### src/rtl/ip4_axi_wr_slv.sv
// AXI3 write-channel slave: accepts one AW/W burst at a time, turns each beat into a
// registered word write on the local memory port and returns one B response per burst.
module ip4_axi_wr_slv #(
  parameter int WID_AXI_ID     = 4,
  parameter int WID_AXI_DATA   = 32,
  parameter int WID_AXI_ADDR   = 32,
  parameter int BYTES_AXI_DATA = WID_AXI_DATA / 8,
  parameter int MEM_AW         = 8
) (
  input  logic                      aclk,
  input  logic                      rst,
  input  logic [WID_AXI_ID-1:0]     awid,
  input  logic [WID_AXI_ADDR-1:0]   awaddr,
  input  logic [3:0]                awlen,
  input  logic [2:0]                awsize,
  input  logic [1:0]                awburst,
  input  logic                      awvalid,
  output logic                      awready,
  input  logic [WID_AXI_ID-1:0]     wid,
  input  logic [WID_AXI_DATA-1:0]   wdata,
  input  logic [BYTES_AXI_DATA-1:0] wstrb,
  input  logic                      wlast,
  input  logic                      wvalid,
  output logic                      wready,
  output logic [WID_AXI_ID-1:0]     bid,
  output logic [1:0]                bresp,
  output logic                      bvalid,
  input  logic                      bready,
  output logic                      mem_we,
  output logic [MEM_AW-1:0]         mem_addr,
  output logic [WID_AXI_DATA-1:0]   mem_wdata,
  output logic [BYTES_AXI_DATA-1:0] mem_be
);

  localparam int         OFFW     = $clog2(BYTES_AXI_DATA);
  localparam logic [2:0] MAX_SIZE = 3'(OFFW);

  // state  | meaning
  // S_IDLE | awready high, waiting for a burst address
  // S_DATA | wready high, one beat per cycle until len or wlast
  // S_RESP | bvalid high with bid/bresp held until bready
  typedef enum logic [1:0] {S_IDLE, S_DATA, S_RESP} state_e;

  state_e                    state_q, state_d;
  logic [WID_AXI_ID-1:0]     id_q, id_d;
  logic [WID_AXI_ADDR-1:0]   addr_q, addr_d;
  logic [3:0]                len_q, len_d, cnt_q, cnt_d;
  logic [2:0]                size_q, size_d;
  logic [1:0]                burst_q, burst_d;
  logic                      slverr_q, slverr_d, decerr_q, decerr_d, suppress_q, suppress_d;
  logic                      awready_q, awready_d, wready_q, wready_d, bvalid_q, bvalid_d;
  logic [WID_AXI_ID-1:0]     bid_q, bid_d;
  logic [1:0]                bresp_q, bresp_d;
  logic                      mem_we_q, mem_we_d;
  logic [MEM_AW-1:0]         mem_addr_q, mem_addr_d;
  logic [WID_AXI_DATA-1:0]   mem_wdata_q, mem_wdata_d;
  logic [BYTES_AXI_DATA-1:0] mem_be_q, mem_be_d;

  logic [2:0]                size_eff, aw_size_eff;
  logic [WID_AXI_ADDR-1:0]   nb, aw_nb, addr_align, wrap_mask, addr_next;
  logic [BYTES_AXI_DATA-1:0] lane_mask;
  logic                      beat_decerr, aw_szerr, beat_last, beat_slv;

  // Illegal sizes are clamped so the shift arithmetic stays bounded; such bursts never write.
  always_comb begin
    size_eff    = (size_q > MAX_SIZE) ? MAX_SIZE : size_q;
    nb          = WID_AXI_ADDR'(1) << size_eff;
    addr_align  = addr_q & ~(nb - WID_AXI_ADDR'(1));
    lane_mask   = (~({BYTES_AXI_DATA{1'b1}} << nb)) << addr_align[OFFW-1:0];
    wrap_mask   = ((WID_AXI_ADDR'(len_q) + WID_AXI_ADDR'(1)) << size_eff) - WID_AXI_ADDR'(1);
    case (burst_q)
      2'b01:   addr_next = addr_align + nb;
      2'b10:   addr_next = (addr_q & ~wrap_mask) | ((addr_q + nb) & wrap_mask);
      default: addr_next = addr_q;
    endcase
    beat_decerr = (addr_q >> (MEM_AW + OFFW)) != '0;

    aw_size_eff = (awsize > MAX_SIZE) ? MAX_SIZE : awsize;
    aw_nb       = WID_AXI_ADDR'(1) << aw_size_eff;
    aw_szerr    = (awsize > MAX_SIZE) || (awburst == 2'b11) ||
                  ((awburst == 2'b10) &&
                   (((awlen != 4'd1) && (awlen != 4'd3) && (awlen != 4'd7) && (awlen != 4'd15)) ||
                    ((awaddr & (aw_nb - WID_AXI_ADDR'(1))) != '0)));
  end

  always_comb begin
    state_d     = state_q;
    id_d        = id_q;
    addr_d      = addr_q;
    len_d       = len_q;
    size_d      = size_q;
    burst_d     = burst_q;
    cnt_d       = cnt_q;
    slverr_d    = slverr_q;
    decerr_d    = decerr_q;
    suppress_d  = suppress_q;
    bid_d       = bid_q;
    bresp_d     = bresp_q;
    mem_we_d    = 1'b0;
    mem_addr_d  = mem_addr_q;
    mem_wdata_d = mem_wdata_q;
    mem_be_d    = mem_be_q;
    beat_last   = (cnt_q == len_q);
    beat_slv    = (wid != id_q) || (wlast != beat_last);

    case (state_q)
      S_IDLE: begin
        if (awvalid && awready_q) begin
          id_d       = awid;
          addr_d     = awaddr;
          len_d      = awlen;
          size_d     = awsize;
          burst_d    = awburst;
          cnt_d      = '0;
          slverr_d   = aw_szerr;
          suppress_d = aw_szerr;
          decerr_d   = 1'b0;
          state_d    = S_DATA;
        end
      end
      S_DATA: begin
        if (wvalid && wready_q) begin
          // ID and wlast mismatches only flag the response; the data is still written.
          mem_we_d    = !suppress_q && !beat_decerr;
          mem_addr_d  = addr_q[OFFW +: MEM_AW];
          mem_wdata_d = wdata;
          mem_be_d    = wstrb & lane_mask;
          addr_d      = addr_next;
          cnt_d       = cnt_q + 4'd1;
          slverr_d    = slverr_q | beat_slv;
          decerr_d    = decerr_q | beat_decerr;
          if (beat_last || wlast) begin
            state_d = S_RESP;
            bid_d   = id_q;
            bresp_d = decerr_d ? 2'b11 : (slverr_d ? 2'b10 : 2'b00);
          end
        end
      end
      S_RESP: begin
        if (bvalid_q && bready) state_d = S_IDLE;
      end
      default: state_d = S_IDLE;
    endcase

    awready_d = (state_d == S_IDLE);
    wready_d  = (state_d == S_DATA);
    bvalid_d  = (state_d == S_RESP);
  end

  always_ff @(posedge aclk or posedge rst) begin
    if (rst) begin
      state_q     <= S_IDLE;
      id_q        <= '0;
      addr_q      <= '0;
      len_q       <= '0;
      size_q      <= '0;
      burst_q     <= '0;
      cnt_q       <= '0;
      slverr_q    <= 1'b0;
      decerr_q    <= 1'b0;
      suppress_q  <= 1'b0;
      awready_q   <= 1'b0;
      wready_q    <= 1'b0;
      bvalid_q    <= 1'b0;
      bid_q       <= '0;
      bresp_q     <= 2'b00;
      mem_we_q    <= 1'b0;
      mem_addr_q  <= '0;
      mem_wdata_q <= '0;
      mem_be_q    <= '0;
    end else begin
      state_q     <= state_d;
      id_q        <= id_d;
      addr_q      <= addr_d;
      len_q       <= len_d;
      size_q      <= size_d;
      burst_q     <= burst_d;
      cnt_q       <= cnt_d;
      slverr_q    <= slverr_d;
      decerr_q    <= decerr_d;
      suppress_q  <= suppress_d;
      awready_q   <= awready_d;
      wready_q    <= wready_d;
      bvalid_q    <= bvalid_d;
      bid_q       <= bid_d;
      bresp_q     <= bresp_d;
      mem_we_q    <= mem_we_d;
      mem_addr_q  <= mem_addr_d;
      mem_wdata_q <= mem_wdata_d;
      mem_be_q    <= mem_be_d;
    end
  end

  assign awready   = awready_q;
  assign wready    = wready_q;
  assign bvalid    = bvalid_q;
  assign bid       = bid_q;
  assign bresp     = bresp_q;
  assign mem_we    = mem_we_q;
  assign mem_addr  = mem_addr_q;
  assign mem_wdata = mem_wdata_q;
  assign mem_be    = mem_be_q;

endmodule

### config.mk
export PLATFORM = sky130hd
export DESIGN_NAME = ip4_axi_wr_slv
export DESIGN_NICKNAME = d
export VERILOG_FILES = /design/src/rtl/ip4_axi_wr_slv.sv
export SDC_FILE = /design/constraint.sdc
export NUM_CORES = 1
export LEC_CHECK = 0
export CAP_MARGIN = 5
export CORE_UTILIZATION = 50
export DETAILED_ROUTE_END_ITERATION = 12
export PLACE_DENSITY = 0.86
export SLEW_MARGIN = 20
export SYNTH_ARGS = -nofsm -noshare
export SYNTH_HDL_FRONTEND = slang
export SYNTH_SLANG_ARGS = --single-unit
### constraint.sdc
create_clock -name aclk -period 6.2 [get_ports aclk]
set_input_delay 0.93 -clock aclk [delete_from_list [all_inputs] [get_ports aclk]]
set_output_delay 0.93 -clock aclk [all_outputs]
set_load 0.01 [all_outputs]
**Yosys cells after proc, flatten, opt, wreduce, memory -nomap -nowiden**

Index checks and enable logic that the tools add are counted.
Widths: inputs -> output; s select.

- Reductions and logical operators: 25
- Shifts and indexed selects: 5
- Multiplexer cells: 24
- $add $sub $neg: 7
- Eq/ne operators: 18
- Bitwise gates (word level): 11
- Order comparisons: 2

Operator list:

| kind | number |
|---|---|
| $and 32x32->32 | 4 |
| $pmux 32 s2 | 2 |
| $sub 32x1->32 const B | 3 |
| $add 32x32->32 | 2 |
| $mux 32 | 2 |
| $not 32->32 | 2 |
| $reduce_bool 32->1 | 2 |
| $shl 1x3->32 const A | 2 |
| $or 32x32->32 | 1 |
| $shl 4x32->4 const A | 1 |
| $shl 5x3->32 | 1 |
| $mux 2 | 6 |
| $eq 2x2->1 const B | 5 |
| $logic_and 1x1->1 | 8 |
| $mux 4 | 2 |
| $pmux 4 s2 | 1 |
| $eq 2x1->1 const B | 3 |
| $gt 3x2->1 const B | 2 |
| $mux 1 | 6 |
| $mux 3 | 2 |
| $pmux 2 s3 | 1 |
| $reduce_and 3->1 | 2 |
| $add 4x1->5 const B | 1 |
| $logic_or 1x1->1 | 5 |
| 20 further kinds | 26 |

- Bits in registers: 108
- Output and inout bits: 54
- Logic and storage cells: 111
- Bits of input ports: 91

**Logic depth before layout (Yosys ltp)**

Gate-level depths: netlist (run 1).

- Word-level depth: 11
- Mapped depth: 13
- Depth with buffers taken out: 13

**Least setup slack after synthesis (run 1)**

No wires, ideal clock.

- Path kind: flip-flop to flip-flop
- Start point: reg size_q[1]
- End point: reg with a tool-made name
- Setup time: 0.131 ns
- Clock period less this slack: 3.066 ns
- Data arrival time: 2.935 ns
- Stages on the path, launching flop included: 14
- Path slack: 3.134 ns
- Data required time: 6.069 ns
- Path buffers: 0
- Path through: dfrtp_1 > nor2_2 > inv_2 > nor2_1 > ha_1 > inv_1 > fa_1 > nor2b_1 > o2111ai_1 > a21oi_2 > or3_1 > nor4b_1 > nor2_1 > or3_1

RTL lines:

| what | line | text |
|---|---|---|
| start: declaration | 48 | `logic [2:0] size_q, size_d;` |
| start signal: assignment | 176 | `size_q <= size_d;` |

==> flow_summary.json, run 1 <==
{
  "die_w_microns": 123,
  "dp_hpwl_mm": 15.0,
  "final_core_util_pct": 64.8,
  "whs_ns": 0.475,
  "synth_warnings": 0,
  "syn_avg_cell_area_sq_um": 8.26,
  "p_clk_share_pct": 12.9,
  "crit_start": "size_q[1]",
  "antenna_found_initial": 0,
  "nets": 1111,
  "drc": 0,
  "drtIter0Drc": 687,
  "initial_core_util_pct": 51.8,
  "critPathArrivalTime_ns": 4.33,
  "grt_usage_pct": 29.5,
  "tritoncts": "done",
  "via_per_inst": 6.03,
  "rsz0062_at_grt": "no",
  "cts_htree_levels": 3,
  "pwr-share-seq_pct": 30.8,
  "place_ws_ns": 2.17,
  "ys_seq_area_share_pct": 37.2,
  "leakagePower_nw": 3.86,
  "crit_fanout": 14,
  "synth_edf_count": 0,
  "cap_violations": 0,
  "muxShareOfSynthArea_pct": 1.03,
  "clock_latency_ns": 0.37,
  "reg2reg_depth": 13,
  "placed_area_sq_um": 8800,
  "synth_top_area_cell": "dfrtp_1",
  "power_switching_mw": 2.17,
  "wl_per_cell_microns": 17.9,
  "wl_met2_mm": 9.67,
  "cts_root_buf": "clkbuf_16",
  "skew_ns": 0.0123,
  "rrSetupSlack_ns": 2.12,
  "netlist_area_sq_um": 7270,
  "design_area_sq_um": 9110,
  "min_period_over_period_pct": 65.8,
  "setup_ws_ns": 2.12,
  "synth_xor_area_share_pct": 5.88,
  "async_flop_share_pct": 100,
  "synth_top_area_share_pct": 37.2,
  "worst_setup_path_end_kind": "flop",
  "m1WireLength_mm": 8.90,
  "p_per_area_nw_per_um2": 505,
  "synth_compound_area_share_pct": 20.7,
  "synth.distinct_cells": 91,
  "grt_pass1_vias": 6880,
  "synth_top_family_by_area": "simple AND/OR/NAND/NOR gates",
  "swShare_pct": 47.2,
  "cts_buffer_depth": 2,
  "die_area_sq_um": 15000,
  "ant_nets": 0,
  "peakVddDrop_mv": 0.287,
  "rows": 43,
  "finalSetupViolations": 0,
  "cp-start-kind": "flop",
  "slew-limit-headroom_pct": 28.2,
  "insertedDiodeCount": 0,
  "grt_pass1_wl_mm": 34.3,
  "vias": 7145,
  "highest_layer": "met4",
  "cts_post_setup_buffers_inserted": 0,
  "outcome": "finished clean",
  "drt-total-wl_mm": 21.2,
  "hold_class": "reg2reg",
  "synthSimpleGateAreaFrac_pct": 26.8,
  "clock.fmax_ghz": 0.245,
  "clock_sinks": 108,
  "r2r-start": "size_q[1]",
  "synthAdderAreaFrac_pct": 3.85,
  "gr-total-overflow": 0,
  "power.combinational.fraction_pct": 56.3,
  "areaGrowthSynthToFinish_pct": 25.2,
  "slew_viol_final": 0,
  "routabilityCongestion": 0.983,
  "io_pins": 145,
  "cts_hold_buf": 0,
  "synth-main-ff-cell": "dfrtp_1",
  "hold_violations": 0,
  "tightest_slew_ns": 1.07,
  "totalNegativeSetupSlack_ns": 0,
  "synth_area_leaders": "dfrtp_1 (37%), nand2_1 (11%), xnor2_1 (4.2%)",
  "cts_buffers": 9,
  "synth_seq_cells": 108,
  "grt_start_max_net_pins": 71,
  "required_ns": 6.45,
  "clk_pin_slew_ns": 0.08,
  "drive_above_1_share_pct": 7.97,
  "cts_resized": 0,
  "p_int_mw": 2.43,
  "coreArea_sq_um": 14000,
  "wl_met3_mm": 2.01,
  "netlist_instances": 880,
  "period_needed_ns": 4.08,
  "nFillCells": 1134,
  "die_h_microns": 123,
  "port_buffers": 144,
  "crit_type": "reg2reg",
  "dr.pass1.iters": 5
}
==> power groups by stage <==
stage / combinational, mW / clock, mW / sequential, mW
2_1_floorplan: 1.80 / 0 / 1.31
3_3_place_gp: 2.47 / 0 / 1.40
3_5_place_dp: 2.53 / 0 / 1.41
4_1_cts: 2.53 / 0.600 / 1.40
5_1_grt: 2.82 / 0.627 / 1.46
6_report: 2.59 / 0.594 / 1.42
==> cell families after synthesis <==
logic type,count (synthesis)
mux,7
fa+ha+maj,22
other cells,2
simple gates,410
xor+xnor,48
flops,108
buf+inv,73
compound gates,210
==> per-layer routing <==
layer / vias to the layer above / global-route usage (%)
met5: - / 0
met2: 362 / 45.8
li1: 3342 / -
met1: 3391 / 39.3
met4: 0 / 13.0
met3: 50 / 6.55
==> cells in the final DEF, fill, tap and decap left out, types with 4 or more instances in the layout <==
cell type,n
mux2_2,4
dfrtp_1,108
clkdlybuf4s50_1,144
inv_1,15
and2_1,6
o31ai_1,10
nor3_1,17
nand2b_1,5
nand4_1,13
a211o_1,5
a21oi_1,42
o21ai_0,43
a221oi_1,4
xor2_1,12
nor2_2,6
nor4_1,11
nor2b_1,6
and3_1,12
buf_4,8
nor3_2,5
a21o_1,7
ha_1,20
xnor2_1,35
or4_1,4
a22oi_1,6
a31o_2,4
clkbuf_16,9
nand3_1,23
or3_1,5
a211oi_1,4
nand2_1,216
o21ai_1,8
a22o_1,4
o21a_1,4
conb_1,12
a31oi_1,4
o211ai_1,11
nor2_1,56
==> cell usage after synthesis (4+ instances only) <==
cell type  number
nor2_2          6
nand3_1        23
o21a_1          4
o31ai_1        10
or4_1           4
a211o_1         5
a31o_2          4
inv_1          16
and2_1          6
a31oi_1         4
nand2b_1        5
a22oi_1         6
nand2_1       216
a211oi_1        4
nor4_1         11
ha_1           20
o211ai_1       11
a21oi_1        42
a22o_1          4
and3_1         12
nand4_1        13
xor2_1         12
mux2_2          4
o21ai_1         9
o21ai_0        43
nor3_1         18
a221oi_1        4
nor2b_1         7
nor2_1         57
dfrtp_1       108
clkbuf_1       31
or3_1           5
xnor2_1        35
nor3_2          4
buf_4           5
a21o_1          7
buf_2          11
==> worst min-delay path by stage <==
stage	from	end	slack [ns]	cells past startpoint
finish	suppress_q	mem_we	0.48	1
global route	mem_wdata[27]	mem_wdata[27]	0.50	2
CTS	suppress_q	mem_we	0.47	1
detailed placement	suppress_q	mem_we	0.44	1
global placement	suppress_q	mem_we	0.43	1
floorplan	suppress_q	mem_we	0.41	1
==> area by class of cell <==
| cell class | instances | area [sq um] | share of cell area, % |
|---|---|---|---|
| Tap cell | 180 | 225 | 2.47 |
| Multi-Input combinational cell | 709 | 4300 | 47.2 |
| Sequential cell | 108 | 2700 | 29.7 |
| Clock inverter | 6 | 63.8 | 0.701 |
| Clock buffer | 10 | 239 | 2.62 |
| Timing Repair Buffer | 152 | 1500 | 16.5 |
| Inverter | 19 | 73.8 | 0.811 |
==> through the flow <==
| step | cells | total power, mW |
|---|---|---|
| global placement | 1168 | 3.87 |
| global route | 1184 | 4.91 |
| finish | 1184 | 4.60 |
| CTS | 1184 | 4.54 |
| detailed placement | 1168 | 3.93 |
| floorplan | 890 | 3.11 |
==> worst max-delay path: stages (launching register included) <==
cell	delay, ns
dfrtp_1	0.47
nor2_2	0.40
inv_2	0.22
nor2_1	0.29
ha_1	0.35
inv_1	0.11
fa_1	0.42
nor2b_1	0.18
o2111ai_1	0.19
a21oi_2	0.42
or3_1	0.22
nor4b_1	0.26
nor2_1	0.06
or3_1	0.37
No activity file was read; power rests on OpenSTA's default activity.
==> inputs of run 2 (changes only) <==
CORE_UTILIZATION = 48   (was 50)
clock period = 3.6 ns   (was 6.2 ns; I/O delays follow)
==> flow_summary.json, run 2 (same netlist as run 1, synthesis figures left out) <==
{
  "period_needed_ns": 3.26,
  "die_w_microns": 125,
  "drc": 6,
  "leakagePower_nw": 3.94,
  "clock_sinks": 108,
  "cts_buffers": 9,
  "totalNegativeSetupSlack_ns": 0,
  "via_per_inst": 5.96,
  "regArea_sq_um": 2700,
  "nFillCells": 1198,
  "cts_buffer_depth": 2,
  "rsz0062_at_grt": "no",
  "dp_hpwl_mm": 15.4,
  "slew_viol_final": 0,
  "worst_setup_path_end_kind": "flop",
  "drive_above_1_share_pct": 9.23,
  "port_buffers": 144,
  "insertedDiodeCount": 0,
  "rows": 44,
  "crit_fanout": 8,
  "crit_chain": "nor2_2 -> inv_2 -> nor2_1 -> ha_1 -> inv_1 -> fa_1 -> nor2b_1 -> o2111ai_1 -> a21oi_2 -> or3_1 -> nor4b_1 -> nor2_1 -> or3_1",
  "cap_violations": 0,
  "multi_input_area_sq_um": 4300,
  "grt_usage_pct": 28.0,
  "cts_post_setup_buffers_inserted": 0,
  "hold_violations": 0,
  "cpMaxStageDelayCell": "dfrtp_1",
  "dr.pass1.iters": 9,
  "min_period_over_period_pct": 90.4,
  "final_cell_mix": "nand2_1 (216), clkdlybuf4s50_1 (144), dfrtp_1 (108), nor2_1 (56), o21ai_0 (43)",
  "finalSetupViolations": 0,
  "tritoncts": "done",
  "cpLargestDelayFamily": "simple AND/OR/NAND/NOR gates",
  "vias": 7163,
  "grt_pass1_vias": 6848,
  "die_h_microns": 125,
  "tightest_slew_ns": 0.740,
  "cts_hold_buf": 0,
  "peakVddDrop_mv": 0.474,
  "clock.fmax_ghz": 0.307,
  "io_pins": 145,
  "grt_start_max_net_pins": 56,
  "critPathArrivalTime_ns": 3.52,
  "nets": 1125,
  "clk_pin_slew_ns": 0.09,
  "cpPeakStageDelay_ns": 0.47,
  "path_buf_inv": 2,
  "slew-limit-headroom_pct": 50.7,
  "grt_pass1_wl_mm": 35.0,
  "ant_nets": 0,
  "mostFrequentLayoutCell": "nand2_1",
  "clock_latency_ns": 0.37,
  "outcome": "finished, violations left",
  "cts_htree_levels": 3,
  "areaGrowthSynthToFinish_pct": 27.1,
  "hold_class": "reg2reg",
  "coreArea_sq_um": 14600,
  "crit_type": "reg2reg",
  "p_per_area_nw_per_um2": 875,
  "skew_ns": 0.0140,
  "cp-start-kind": "flop",
  "routabilityCongestion": 0.940,
  "antenna_found_initial": 0,
  "drtIter0Drc": 690,
  "cts_resized": 0,
  "drt-total-wl_mm": 21.4,
  "required_ns": 3.86,
  "cts_root_buf": "clkbuf_16",
  "die_area_sq_um": 15600,
  "final_core_util_pct": 63.1,
  "wl_per_cell_microns": 17.8,
  "initial_core_util_pct": 49.7,
  "failed_checks": "design-rule violations",
  "gr-total-overflow": 0
}
## run 2: cell types whose count changed in the layout (fill, tap and decap cells not counted)
cell	previous run	this run
buf_4	8	22
inv_6	2	0
bufinv_16	0	1
clkinv_8	1	2
## run 2: final timing paths
path	from	end	slack [ns]	cells after the start
max	size_q[1]	flop	0.34	13
min	suppress_q	mem_we	0.45	1
max reg2reg	size_q[1]	flop	0.34	13
min reg2reg	suppress_q	mem_we	0.45	1
max in group asynchronous	rst	mem_addr[1]	2.18	3
min in group asynchronous	rst	mem_wdata[18]	0.63	2
## run 2: routing by layer
layer	wire length (microns)	vias up	track usage, %	share of wire [%]
met5	0	-	0	0
met4	703	0	12.8	3.3
met3	2080	58	6.80	9.7
met2	9720	350	43.1	45
met1	8870	3380	37.4	41
li1	-	3375	-	-
## run 2: layout make-up
class                   count  share of cell area (%)
clock inverters             6                    1.00
repair buffers            166                    17.4
flip-flops and latches    108                    29.2
well taps                 184                    2.49
clock buffers              10                    2.58
inverters                  19                   0.798
multi-input cells         709                    46.5
## run 2: through the flow
| stage | hold WS (ns) | power, mW | area [sq um] | std cells | setup WS, ns |
|---|---|---|---|---|---|
| global placement | 0.418 | 6.76 | 8910 | 1186 | 0.446 |
| global route | 0.496 | 8.65 | 9250 | 1202 | 0.0988 |
| detailed placement | 0.420 | 6.87 | 8910 | 1186 | 0.404 |
| finish | 0.452 | 8.09 | 9250 | 1202 | 0.344 |
| floorplan | 0.411 | 5.35 | 7310 | 890 | 0.214 |
| CTS | 0.443 | 8.01 | 9240 | 1202 | 0.383 |
## run 2: power breakdown
part           total [mW]  switching [mW]  internal, mW
Sequential           2.39           0.637          1.75
Clock                1.10           0.520         0.581
Combinational        4.59            2.61          1.99
## run 2: worst reg2reg max path: cells and delay by family, from the launching register on
family	cells	cell delay [ns]
AO/OA/AOI/OAI	2	0.61
adder cells (fa/ha/maj)	2	0.62
buffers and inverters	2	0.12
flip-flops	1	0.47
AND/OR/NAND/NOR	7	1.34
